[config.mk]
export PLATFORM = sky130hd
export DESIGN_NAME = ctl_round
export DESIGN_NICKNAME = d
export VERILOG_FILES = /design/src/rtl/ctl_round.sv
export SDC_FILE = /design/constraint.sdc
export NUM_CORES = 1
export LEC_CHECK = 0
export ABC_CLOCK_PERIOD_IN_PS = 3210
export BUFFER_PORTS_ARGS = -buffer_cell sky130_fd_sc_hd__buf_2
export CORE_MARGIN = 2
export CORE_UTILIZATION = 50
export CTS_BUF_LIST = sky130_fd_sc_hd__clkbuf_8
export CTS_CLUSTER_SIZE = 28
export DETAILED_ROUTE_END_ITERATION = 6
export PLACE_DENSITY = 0.72
export SLEW_MARGIN = 30
export SYNTH_ARGS = -nofsm -noshare
export SYNTH_HDL_FRONTEND = slang
export SYNTH_SLANG_ARGS = --single-unit
[constraint.sdc]
create_clock -name clk -period 3.21 [get_ports clk]
set_input_delay 0.321 -clock clk [delete_from_list [all_inputs] [get_ports clk]]
set_output_delay 0.321 -clock clk [all_outputs]
set_load 0.05 [all_outputs]
[src/rtl/ctl_round.sv]
// ctl_round: game-flow controller for Duck Hunt.
// Sequences ducks within a round, counts hits, decides pass/fail and
// drives the BCD round number plus the pause/looser overlay flags.
// Optional feature macro: PRACTICE_MODE_EN (a failed round replays the
// same round instead of ending the game).

module ctl_round #(
  parameter int DUCKS_PER_ROUND = 10,
  parameter int HITS_TO_PASS    = 6,
  parameter int SHOTS_PER_DUCK  = 3,
  parameter int INTRO_FRAMES    = 120,
  parameter int GAP_FRAMES      = 30
) (
  input  logic                       clk,
  input  logic                       rst,
  input  logic                       new_frame,
  input  logic                       start,
  input  logic                       hit,
  input  logic                       miss,
  input  logic                       shot_fired,
  input  logic                       duck_gone,
  output logic                       duck_release,
  output logic                       reload,
  output logic                       pause,
  output logic                       looser,
  output logic [3:0]                 round_hex1,
  output logic [3:0]                 round_hex0,
  output logic [3:0]                 hits_in_round,
  output logic [DUCKS_PER_ROUND-1:0] led_hits
);

  localparam int CNT_MAX = (INTRO_FRAMES > GAP_FRAMES) ? INTRO_FRAMES : GAP_FRAMES;
  localparam int CNT_W   = $clog2(CNT_MAX + 1);

  typedef enum logic [2:0] {
    IDLE,
    INTRO,
    FLY,
    DUCK_END,
    ROUND_END,
    GAME_OVER
  } state_t;

  state_t state, state_nx;

  logic [CNT_W-1:0]           frame_cnt, frame_cnt_nx;
  logic [3:0]                 duck_idx, duck_idx_nx;
  logic [2:0]                 shots, shots_nx;
  logic [3:0]                 hex1_nx, hex0_nx, hits_nx;
  logic [DUCKS_PER_ROUND-1:0] led_nx;
  logic                       release_nx, reload_nx, pause_nx, looser_nx;

  logic [2:0] shots_fly;
  logic       escape;
  logic       intro_done;
  logic       gap_done;
  logic       last_duck;
  logic       round_pass;

  // Shot count including a shot fired this cycle, so a miss on the final
  // shot is recognised in the same cycle as that shot.
  assign shots_fly  = (shot_fired && (shots != 3'(SHOTS_PER_DUCK))) ? shots + 3'd1 : shots;
  assign escape     = duck_gone || (miss && (shots_fly == 3'(SHOTS_PER_DUCK)));
  assign intro_done = new_frame && (frame_cnt == CNT_W'(INTRO_FRAMES - 1));
  assign gap_done   = new_frame && (frame_cnt == CNT_W'(GAP_FRAMES - 1));
  assign last_duck  = (duck_idx == 4'(DUCKS_PER_ROUND - 1));
  assign round_pass = (hits_in_round >= 4'(HITS_TO_PASS));

  // State register.
  always_ff @(posedge clk or posedge rst) begin
    if (rst) state <= IDLE;
    else     state <= state_nx;
  end

  // Next-state logic; start restarts the game from any state.
  always_comb begin
    state_nx = state;
    if (start) begin
      state_nx = INTRO;
    end else begin
      case (state)
        IDLE:      state_nx = IDLE;
        INTRO:     if (intro_done) state_nx = FLY;
        FLY:       if (hit || escape) state_nx = DUCK_END;
        DUCK_END:  if (gap_done) state_nx = last_duck ? ROUND_END : FLY;
`ifdef PRACTICE_MODE_EN
        ROUND_END: state_nx = INTRO;
`else
        ROUND_END: state_nx = round_pass ? INTRO : GAME_OVER;
`endif
        GAME_OVER: state_nx = GAME_OVER;
        default:   state_nx = IDLE;
      endcase
    end
  end

  // Next values for counters and registered outputs.
  always_comb begin
    frame_cnt_nx = frame_cnt;
    duck_idx_nx  = duck_idx;
    shots_nx     = shots;
    hex1_nx      = round_hex1;
    hex0_nx      = round_hex0;
    hits_nx      = hits_in_round;
    led_nx       = led_hits;
    release_nx   = 1'b0;
    reload_nx    = 1'b0;
    if (start) begin
      frame_cnt_nx = '0;
      duck_idx_nx  = 4'd0;
      shots_nx     = 3'd0;
      hex1_nx      = 4'd0;
      hex0_nx      = 4'd1;
      hits_nx      = 4'd0;
      led_nx       = '0;
      reload_nx    = 1'b1;
    end else begin
      case (state)
        INTRO: begin
          if (intro_done) begin
            frame_cnt_nx = '0;
            shots_nx     = 3'd0;
            release_nx   = 1'b1;
          end else if (new_frame) begin
            frame_cnt_nx = frame_cnt + CNT_W'(1);
          end
        end
        FLY: begin
          shots_nx = shots_fly;
          if (hit) begin
            hits_nx = hits_in_round + 4'd1;
            for (int i = 0; i < DUCKS_PER_ROUND; i++) begin
              if (duck_idx == 4'(i)) led_nx[i] = 1'b1;
            end
          end
        end
        DUCK_END: begin
          if (gap_done) begin
            frame_cnt_nx = '0;
            if (!last_duck) begin
              duck_idx_nx = duck_idx + 4'd1;
              shots_nx    = 3'd0;
              release_nx  = 1'b1;
              reload_nx   = 1'b1;
            end
          end else if (new_frame) begin
            frame_cnt_nx = frame_cnt + CNT_W'(1);
          end
        end
        ROUND_END: begin
          if (round_pass) begin
            if (round_hex0 == 4'd9) begin
              if (round_hex1 != 4'd9) begin
                hex0_nx = 4'd0;
                hex1_nx = round_hex1 + 4'd1;
              end
            end else begin
              hex0_nx = round_hex0 + 4'd1;
            end
            hits_nx     = 4'd0;
            led_nx      = '0;
            duck_idx_nx = 4'd0;
            reload_nx   = 1'b1;
          end else begin
`ifdef PRACTICE_MODE_EN
            hits_nx     = 4'd0;
            led_nx      = '0;
            duck_idx_nx = 4'd0;
            reload_nx   = 1'b1;
`endif
          end
        end
        default: ;
      endcase
    end
    pause_nx  = !((state_nx == FLY) || (state_nx == DUCK_END) || (state_nx == ROUND_END));
    looser_nx = (state_nx == GAME_OVER);
  end

  // Datapath and output registers.
  always_ff @(posedge clk or posedge rst) begin
    if (rst) begin
      frame_cnt     <= '0;
      duck_idx      <= 4'd0;
      shots         <= 3'd0;
      round_hex1    <= 4'd0;
      round_hex0    <= 4'd1;
      hits_in_round <= 4'd0;
      led_hits      <= '0;
      duck_release  <= 1'b0;
      reload        <= 1'b0;
      pause         <= 1'b1;
      looser        <= 1'b0;
    end else begin
      frame_cnt     <= frame_cnt_nx;
      duck_idx      <= duck_idx_nx;
      shots         <= shots_nx;
      round_hex1    <= hex1_nx;
      round_hex0    <= hex0_nx;
      hits_in_round <= hits_nx;
      led_hits      <= led_nx;
      duck_release  <= release_nx;
      reload        <= reload_nx;
      pause         <= pause_nx;
      looser        <= looser_nx;
    end
  end

endmodule
[Yosys cells after proc, flatten, opt, wreduce, memory -nomap -nowiden]
Cells that the tools add are included.
Word-level totals
  bits in latches: 0
  bits in read-only memories: 0
  logic and storage cells: 159
  output and inout bits: 26
  flip-flop bits (word level): 43
  RAM bits: 0
  memories: 0
Cells by class
  bitwise operators: 0
  eq/ne operators: 40
  reductions and logical operators: 33
  add/subtract/negate cells: 6
  shift-type cells: 0
  divide/modulo/power cells: 0
  mux-type cells: 58
  $lt $le $gt $ge: 1
  multipliers: 0
Operator list (number)
  two-way mux 4 bit: 16
  AND reduction 4 bit: 13
  inequality test 3 bit (second input constant): 15
  two-way mux 3 bit: 11
  two-way mux 10 bit: 3
  two-way mux 7 bit: 4
  one-hot mux 10 bit (2 select lines): 1
  adder 4 x 1 -> 4 bit (second input constant): 4
  equality test 4 x 3 -> 1 bit (second input constant): 4
  two-way mux 1 bit: 16
  one-hot mux 4 bit (2 select lines): 2
  equality test 3 x 2 -> 1 bit (second input constant): 5
  one-hot mux 3 bit (5 select lines): 1
  one-hot mux 7 bit (2 select lines): 1
  equality test 3 bit (second input constant): 4
  equality test 4 bit (second input constant): 3
  one-hot mux 3 bit (3 select lines): 1
  nonzero test 3 bit: 3
  equality test 4 x 2 -> 1 bit (second input constant): 2
  nonzero test 2 bit: 4
  adder 7 x 1 -> 7 bit (second input constant): 1
  equality test 7 x 5 -> 1 bit (second input constant): 1
  equality test 7 bit (second input constant): 1
  inequality test 3 x 2 -> 1 bit (second input constant): 2
  other kinds (12): 20

[Longest topological paths before layout]
Gate-level depths: netlist of run 1.
  word-level depth: 14
  depth in mapped cells: 7

[Worst setup path before layout of run 1]
OpenSTA, ideal clock, no wires.
  kind: register to register
  start: register hits_in_round[0]
  end: register hits_in_round[1]
  stages on the path, launching flop included: 8
  arrival: 2.046 ns
  slack: 1.039 ns
  required time: 3.085 ns
  library setup time: 0.125 ns
  path buffers: 0
  cells stage by stage: dfrtp_1 > inv_1 > ha_1 > o21a_1 > o21ai_0 > a21oi_1 > nor2_1 > mux2_2
On the way
  word-level cells in the longest chain between the ends: 4
  elaborated cells on any way between the ends: 7
  those cells by class: add/sub: 1; order compare: 1; eq/ne: 1; mux: 3; reduce/logical: 1
Ends and longest elaborated chain
  start, declared: RTL line 28  | output logic [3:0] hits_in_round,
  start signal, assigned: RTL line 200  | hits_in_round <= hits_nx;
  adder 4 x 1 -> 4 bit: RTL line 131  | hits_nx = hits_in_round + 4'd1;
  two-way mux 4 bit: RTL line 130  | if (hit) begin
  one-hot mux 4 bit (2 select lines): RTL line 118  | case (state)
  two-way mux 4 bit: RTL line 108  | if (start) begin
Parallel ways exist; a longest one is shown, timed or not. The select of a mux whose other input is x is not followed.
A chain may end at the register's enable or synchronous reset.

[Worst setup path in the final report of run 1]
  start: register shots[0]
  end: register shots[1]
On the way
  word-level cells in the longest chain between the ends: 5
  elaborated cells on any way between the ends: 6
  those cells by class: add/sub: 1; eq/ne: 1; mux: 3; reduce/logical: 1
Ends and longest elaborated chain
  start, declared: RTL line 48  | logic [2:0] shots, shots_nx;
  start signal, assigned: RTL line 197  | shots <= shots_nx;
  parallel branches: the longest is 2 deep, another holds adder 3 x 1 -> 3 bit
  two-way mux 3 bit *: RTL line 62  | assign shots_fly = (shot_fired && (shots != 3'(SHOTS_PER_DUCK))) ? shots + 3'd1 : shots;
  one-hot mux 3 bit (3 select lines) *: RTL line 118
  two-way mux 3 bit *: RTL line 108
Mark *: on every way between the ends.

==> results of run 1 <==
## state kept, by name, summed over array words and instances (netlist names), 3 cells and up
name and count:
hits_in_round 4, round_hex1 4, duck_idx 4, round_hex0 4, led_hits 10, shots 3, frame_cnt 7, state 3
## area by class of cell
type / instances / area, um2 / share of cell area
multi-input cells: 171 / 1210 / 0.453
flip-flops and latches: 43 / 1080 / 0.404
repair buffers: 34 / 173 / 0.0646
clock buffers: 5 / 68.8 / 0.0258
well taps: 54 / 67.6 / 0.0253
inverters: 13 / 48.8 / 0.0183
clock inverters: 3 / 25.0 / 0.00937
## cell families after synthesis
logic type | share of synthesized area
simple gates | 0.224
compound gates | 0.144
fa+ha+maj | 0.0685
flops | 0.454
mux | 0.0174
xor+xnor | 0.0553
buf+inv | 0.0364
## worst max-delay path, cell delays in order, from the launching register on
cell,delay [ps]
dfrtp_1,420
ha_1,220
ha_1,190
nor2b_1,310
a21oi_1,120
or3_1,350
a32oi_1,250
o21ai_0,130
## routing by layer
| metal | track usage | vias up | share of wire |
|---|---|---|---|
| li1 | - | 896 | - |
| met1 | 0.262 | 871 | 0.49 |
| met2 | 0.309 | 32 | 0.46 |
| met3 | 0.0483 | 6 | 0.035 |
| met4 | 0.0556 | 0 | 0.011 |
| met5 | 0 | - | 0 |
## metrics by stage
stage / utilization / power [W] / setup WS (ps) / cells / instance area, um2
global route: 0.573 / 0.00114 / 919 / 323 / 2670
finish: 0.573 / 0.00109 / 1100 / 323 / 2670
floorplan: - / 0.000709 / 1040 / 235 / 2370
detailed placement: 0.553 / 0.000750 / 1100 / 315 / 2580
global placement: 0.553 / 0.000747 / 1240 / 315 / 2580
CTS: 0.573 / 0.00110 / 1080 / 323 / 2670
## power by group
part | internal, W | switching [W]
logic | 0.0000438 | 0.000110
registers | 0.000561 | 0.0000247
clock network | 0.000156 | 0.000198
## cells in the mapped netlist, types with 3 or more instances
master / n / area share
nand3b_1: 3 / 0.0095
mux2i_1: 3 / 0.013
a211oi_1: 4 / 0.013
o21ai_0: 6 / 0.013
nor3b_1: 3 / 0.0095
nand4_1: 4 / 0.011
ha_1: 13 / 0.068
nand2_1: 15 / 0.024
a22o_1: 6 / 0.022
xor2_1: 5 / 0.018
nand3_1: 5 / 0.011
nor2_1: 26 / 0.041
nand4b_1: 3 / 0.011
o21a_1: 4 / 0.013
nor3_1: 5 / 0.011
inv_1: 13 / 0.021
dfrtp_1: 41 / 0.43
and3_1: 4 / 0.011
a21oi_1: 10 / 0.021
xnor2_1: 10 / 0.037
buf_2: 5 / 0.011
and4bb_2: 3 / 0.016
nor2b_1: 3 / 0.0079
## worst max path at each step
stage,from,to,slack (ps),cells after the start
floorplan,hits_in_round[0],hits_in_round[1],1040,7
global placement,shots[0],shots[2],1240,7
detailed placement,shots[0],shots[1],1100,7
CTS,shots[0],shots[1],1080,7
global route,shots[0],shots[1],920,7
finish,shots[0],shots[1],1100,7
==> results.ini, run 1 <==
[clock_network]
holdBufCountCts=0
cts-root-buf=clkbuf_8
htree_num_levels=2
clockBufferDepth=2
cts_tree=yes
postCtsSetupBuffers=0
cts.sinks=43
cts-resized-gates=0
cts.reportedPaths.clkPinSlew_ps=80
clk_latency_ps=300
cts_buffers=5

[sta]
period_needed_ps=2110
whs_ps=10.2
setup_violations=0
tightest_slew_ps=602
final.setup.tns_ps=0
drv_slew=0
rsz0062_at_grt=false
finalHoldViolations=0
slew_headroom=0.596
clock_skew_ps=11.7
finalCritPeriodShare=0.658
timing.fmax_mhz=474

[placement]
gp_congestion=0.816
hpwl_um=3390
port_buffers=33

[route]
vias=1805
routed_via_density=5.59
firstDrtPassIters=4
wl_um=4660
ant_nets=0
wl_per_cell_um=14.4
post-route-drc-count=0
dr.first_iter.drc_count=63

[global_route]
antenna_found_initial=0
grtUsageTotal=0.194
grt-ovfl-total=0
grt_max_degree=28
grt_pass1_wl_um=7970
grt_pass1_vias=1717

[cells_and_area]
area_delta_synth_final_pct=12.5
fill_cells=428
final_common_cell=dfrtp_1
fin_nets=289
drive_gt1_frac=0.230
antenna_cells=0
layout_common_cells=41 x dfrtp_1, 33 x buf_2, 26 x nor2_1

[synthesis]
netlist-cell-type-count=53
syn_inst=235
yosysWarnings=0
syn_area_mm2=0.00237
syn_nets=256
synth-edff-count=0
synth_flop_cell=dfrtp_1
synth_seq_area_share=0.454
synthArstFlopShare=1.00
syn_avg_cell_area_um2=10.1
synth-seq-cells=43

[power]
p_per_area_mw_per_mm2=409
ir_drop_v=0.000180
p_leak_nw=1.23

[floorplan]
pin_count=34
start_util=0.510
fp.dieW_um=72.9
fp-row-count=25
die-area_mm2=0.00532
die_h_um=72.9
coreArea_mm2=0.00466

[setup_path]
worstPathRequired_ps=3380
worstPathArrival_ps=2280
end_kind=flip-flop
reg2reg_from=shots[0]
startpoint_type=flip-flop
worstPathMaxFanout=6
r2r_slack_ps=1100
ff2ff_path_depth=7
r2r_end=shots[1]
criticalPathCategory=reg -> reg

[status]
status=finished, final reports clean

[run]
cap_viol_max_count=0

[min_path]
hp-class=in -> async

Note: power is estimated with default switching activity, not from simulation.
==> inputs of run 2 (changes only) <==
- ABC_CLOCK_PERIOD_IN_PS: 3210 -> 2200
- clock period: 3.21 -> 2.2 ns (I/O delays scaled with it)
==> run 2 against run 1 <==
Cell area grew 1.2%. Worst hold slack gained 250 ps. Via count grew 0.50%.
==> results.ini, run 2 (same netlist as run 1, synthesis figures left out) <==
[cells_and_area]
fill_cells=412  ; was 428
largest_reg_flops=10  ; unchanged
drive_gt1_frac=0.238  ; was 0.230
top_register=led_hits  ; unchanged
seqCellArea_mm2=0.00108  ; unchanged
multiInputGateArea_mm2=0.00121  ; unchanged
fin_nets=293  ; was 289
reg_top3=led_hits (10), frame_cnt (7)  ; unchanged
antenna_cells=0  ; unchanged
fin_util=0.580  ; was 0.573
layout_common_cells=41 x dfrtp_1, 33 x buf_2, 26 x nor2_1  ; unchanged
final_common_cell=dfrtp_1  ; unchanged
area_delta_synth_final_pct=13.8  ; was 12.5%

[global_route]
grt_pass1_wl_um=8020  ; was 7970 um
antenna_found_initial=0  ; unchanged
grt_pass1_vias=1700  ; was 1717
grt-ovfl-total=0  ; unchanged
grtUsageTotal=0.195  ; was 0.194
grt_max_degree=30  ; was 28

[run]
cap_viol_max_count=0  ; unchanged

[setup_path]
startpoint_type=flip-flop  ; unchanged
criticalPathCategory=reg -> reg  ; unchanged
worstPathMaxFanout=5  ; was 6
worstPathArrival_ps=2170  ; was 2280 ps
worstPathRequired_ps=2390  ; was 3380 ps
critPathSlowestCell=dfrtp_1  ; unchanged
end_kind=flip-flop  ; unchanged
startpoint=hits_in_round[0]  ; was shots[0]
reg2reg_from=hits_in_round[0]  ; was shots[0]
crit_chain=inv_1 -> ha_1 -> o21a_1 -> o21ai_0 -> a21oi_1 -> nor2_1 -> mux2_2  ; was ha_1 -> ha_1 -> nor2b_1 -> a21oi_1 -> or3_1 -> a32oi_1 -> o21ai_0
cpPeakStageDelay_ps=390  ; was 420 ps
ff2ff_path_depth=7  ; unchanged

[placement]
hpwl_um=3400  ; was 3390 um
port_buffers=33  ; unchanged
gp_congestion=0.792  ; was 0.816

[min_path]
hp-class=in -> reg  ; was in -> async
whs_path_depth=3
hp-start=hit

[route]
routed_via_density=5.55  ; was 5.59
firstDrtPassIters=4  ; unchanged
wl_um=4730  ; was 4660 um
wl_per_cell_um=14.5  ; was 14.4 um
vias=1814  ; was 1805
ant_nets=0  ; unchanged
post-route-drc-count=0  ; unchanged
dr.first_iter.drc_count=63  ; unchanged

[floorplan]
die_h_um=72.9  ; unchanged
fp.dieW_um=72.9  ; unchanged
fp-row-count=25  ; unchanged
coreArea_mm2=0.00466  ; unchanged
die-area_mm2=0.00532  ; unchanged
start_util=0.510  ; unchanged
pin_count=34  ; unchanged

[clock_network]
postCtsSetupBuffers=0  ; unchanged
cts.reportedPaths.clkPinSlew_ps=90  ; was 80 ps
cts.sinks=43  ; unchanged
cts_buffers=5  ; unchanged
cts-root-buf=clkbuf_8  ; unchanged
htree_num_levels=2  ; unchanged
clk_latency_ps=300  ; about the same
cts-resized-gates=0  ; unchanged
clockBufferDepth=2  ; unchanged
cts_tree=yes  ; unchanged

[sta]
tightest_slew_ps=583  ; was 602 ps
timing.fmax_mhz=507  ; was 474 MHz
setup_violations=0  ; unchanged
clock_skew_ps=6.84  ; was 11.7 ps
rsz0062_at_grt=false  ; unchanged
finalCritPeriodShare=0.897  ; was 0.658
period_needed_ps=1970  ; was 2110 ps
finalHoldViolations=0  ; unchanged
drv_slew=0  ; unchanged
final.setup.tns_ps=0  ; unchanged
whs_ps=263  ; was 10.2 ps
slew_headroom=0.610  ; was 0.596

[power]
p_leak_nw=1.25  ; was 1.23 nW
ir_drop_v=0.000296  ; was 0.000180 V
p_per_area_mw_per_mm2=594  ; was 409 mW/mm2

[status]
status=finished, final reports clean  ; unchanged

-- run 2: changes by cell type in the layout (fill, tap and decap cells not counted), sizes merged --
cell         change
inv              +1
clkinv           -2
clkinvlp         +1
dlygate4sd3      +1
buf              +3
-- run 2: path summary, 6_finish.rpt --
path                                    end  slack, ps
max reg2reg                hits_in_round[1]        230
min                             led_hits[0]        260
min reg2reg                     led_hits[8]        480
max                        hits_in_round[1]        230
max in group asynchronous     round_hex0[0]       1030
min in group asynchronous          shots[1]        420
-- run 2: routing by layer --
layer | track usage | vias to the layer above | wire length (um)
li1 | - | 904 | -
met1 | 0.266 | 868 | 2380
met2 | 0.308 | 37 | 2120
met3 | 0.0483 | 5 | 189
met4 | 0.0597 | 0 | 38
met5 | 0 | - | 0
-- run 2: final cells by class --
class                           count  area share
Clock buffer                        5      0.0255
Clock inverter                      3     0.00880
Inverter                           13      0.0181
Multi-Input combinational cell    171       0.448
Sequential cell                    43       0.399
Tap cell                           54      0.0250
Timing Repair Buffer               38      0.0759
-- run 2: report_power, final --
group / switching (W) / internal [W] / total (W) / leakage, nW
sequential: 0.0000356 / 0.000819 / 0.000854 / 0.581
clock: 0.000296 / 0.000227 / 0.000523 / 0.0408
combinational: 0.000161 / 0.0000676 / 0.000229 / 0.627
-- run 2: critical path, delay by kind of cell, from the launching register on --
kind,cells,cell delay (ps)
adder cells (fa/ha/maj),1,190
multiplexers,1,360
AND/OR/NAND/NOR,1,200
AO/OA/AOI/OAI,3,630
flip-flops,1,390
buffers and inverters,1,90
-- run 2: through the flow --
step / area, um2 / total power [W] / setup slack [ps] / cells
2_1_floorplan: 2370 / 0.00104 / 29.0 / 235
3_3_place_gp: 2600 / 0.00109 / 303 / 318
3_5_place_dp: 2600 / 0.00110 / 240 / 318
4_1_cts: 2700 / 0.00162 / 220 / 327
5_1_grt: 2700 / 0.00168 / 64.6 / 327
6_report: 2700 / 0.00161 / 227 / 327
-- run 2: repair_timing --
item                                    CTS  global route
hold endpoints to repair                 13             0
endpoints found under the setup margin    0             0
hold buffers                              1             0
==> inputs of run 3 (changes only) <==
- CORE_ASPECT_RATIO: unset -> 1.1
- PLACE_DENSITY: 0.72 -> 0.8
==> run 3 against run 2 <==
First-iteration DRC count is 68% higher. Routed wire length is 1.4% lower. Worst hold slack worse by 220 ps. Sequential share of layout area is 0.13 points higher. Critical path depth stayed put. Global-route usage is 0.39 points lower. Power is 1.7% lower. Largest cell class unchanged.
==> results.ini, run 3 (same netlist as run 1, synthesis figures left out) <==
[status]
status=finished, final reports clean  ; unchanged

[cells_and_area]
final_common_cell=dfrtp_1  ; unchanged
fin_nets=292  ; was 293
top_register=led_hits  ; unchanged
stdcell_area_mm2=0.00269  ; was 0.00270 mm2
drive_gt1_frac=0.243  ; was 0.238
layout_common_cells=41 x dfrtp_1, 33 x buf_2, 26 x nor2_1  ; unchanged
area_delta_synth_final_pct=13.4  ; was 13.8%
antenna_cells=0  ; unchanged
reg_top3=led_hits (10), frame_cnt (7)  ; unchanged
largest_reg_flops=10  ; unchanged
final_cells=328  ; was 327

[placement]
gp_congestion=0.927  ; was 0.792
dp_cells=320  ; was 318
placed_area_mm2=0.00260  ; about the same
hpwl_um=3520  ; was 3400 um
port_buffers=33  ; unchanged

[route]
ant_nets=0  ; unchanged
wl_per_cell_um=14.2  ; was 14.5 um
firstDrtPassIters=4  ; unchanged
wl_um=4660  ; was 4730 um
routed_via_density=5.58  ; was 5.55
post-route-drc-count=0  ; unchanged
vias=1830  ; was 1814
dr.first_iter.drc_count=106  ; was 63

[sta]
final.setup.tns_ps=0  ; unchanged
finalHoldViolations=0  ; unchanged
tightest_slew_ps=538  ; was 583 ps
drv_slew=0  ; unchanged
clock_skew_ps=7.44  ; was 6.84 ps
finalCritPeriodShare=0.916  ; was 0.897
whs_ps=44.2  ; was 263 ps
setup_violations=0  ; unchanged
timing.fmax_mhz=496  ; was 507 MHz
slew_headroom=0.640  ; was 0.610
period_needed_ps=2020  ; was 1970 ps
rsz0062_at_grt=false  ; unchanged

[setup_path]
worstPathRequired_ps=2390  ; about the same
worstPathMaxFanout=5  ; unchanged
criticalPathCategory=reg -> reg  ; unchanged
worstPathArrival_ps=2200  ; was 2170 ps
startpoint_type=flip-flop  ; unchanged
end_kind=flip-flop  ; unchanged

[clock_network]
cts_buffers=5  ; unchanged
clockBufferDepth=2  ; unchanged
cts-root-buf=clkbuf_8  ; unchanged
cts.sinks=43  ; unchanged
cts_tree=yes  ; unchanged
postCtsSetupBuffers=0  ; unchanged
clk_latency_ps=300  ; about the same
cts.reportedPaths.clkPinSlew_ps=90  ; about the same
htree_num_levels=2  ; unchanged

[global_route]
antenna_found_initial=0  ; unchanged
grt_max_degree=44  ; was 30
grt_pass1_wl_um=8190  ; was 8020 um
grt-ovfl-total=0  ; unchanged
grtUsageTotal=0.191  ; was 0.195
grt_pass1_vias=1771  ; was 1700

[run]
cap_viol_max_count=0  ; unchanged

[floorplan]
coreArea_mm2=0.00462  ; was 0.00466 mm2
fp.dieW_um=69.7  ; was 72.9 um
fp-row-count=26  ; was 25
die-area_mm2=0.00532  ; about the same
die_h_um=76.3  ; was 72.9 um
start_util=0.514  ; was 0.510
pin_count=34  ; unchanged

[power]
p_leak_nw=1.25  ; about the same
p_per_area_mw_per_mm2=586  ; was 594 mW/mm2
p_total_w=0.00158  ; was 0.00161 W
ir_drop_v=0.000474  ; was 0.000296 V

[min_path]
hp-class=in -> async  ; was in -> reg

[run 3: final cells by class]
class / count / area (um2)
flip-flops and latches: 43 / 1080
fillers: 424 / 1930
clock inverters: 3 / 20.0
multi-input cells: 171 / 1210
well taps: 56 / 70.1
repair buffers: 37 / 195
inverters: 13 / 48.8
clock buffers: 5 / 68.8
[run 3: routing by layer]
metal  vias to the layer above  GRT usage  part of all wire
li1                        896          -                 -
met3                         9     0.0437             0.038
met2                        40      0.314              0.49
met1                       885      0.251              0.46
met4                         0     0.0635             0.015
met5                         -          0                 0
[run 3: worst paths after layout]
check                                       from                to  slack, ps  cells after the start
worst max-delay path            hits_in_round[0]  hits_in_round[1]        180                      7
worst min-delay path                         rst       led_hits[4]         40                      3
worst max register to register  hits_in_round[0]  hits_in_round[1]        180                      7
worst min register to register       led_hits[4]       led_hits[4]        490                      2
max in group asynchronous                    rst     round_hex0[0]       1780                      3
min in group clk                             hit       led_hits[0]        260                      3
[run 3: what timing repair did]
action,in CTS,in global routing
hold buffers,0,0
gates resized for setup,0,1
endpoints found under the setup margin,0,3
[run 3: per-stage QoR]
stage,setup slack (ps),utilization
after floorplan,29.0,-
after global placement,239,0.563
after detailed placement,119,0.563
after CTS,97.3,0.583
after global routing,58.3,0.583
final,184,0.583
[run 3: power breakdown]
part	internal [W]	switching, W
clock	0.000221	0.000275
sequential	0.000819	0.0000344
combinational	0.0000678	0.000162
[run 3: critical path, stage by stage, from the launching register on]
cell and delay [ps]:
dfrtp_1 390, inv_1 90, ha_1 190, o21a_1 210
o21ai_0 310, a21oi_1 150, nor2_1 200, mux2_2 360
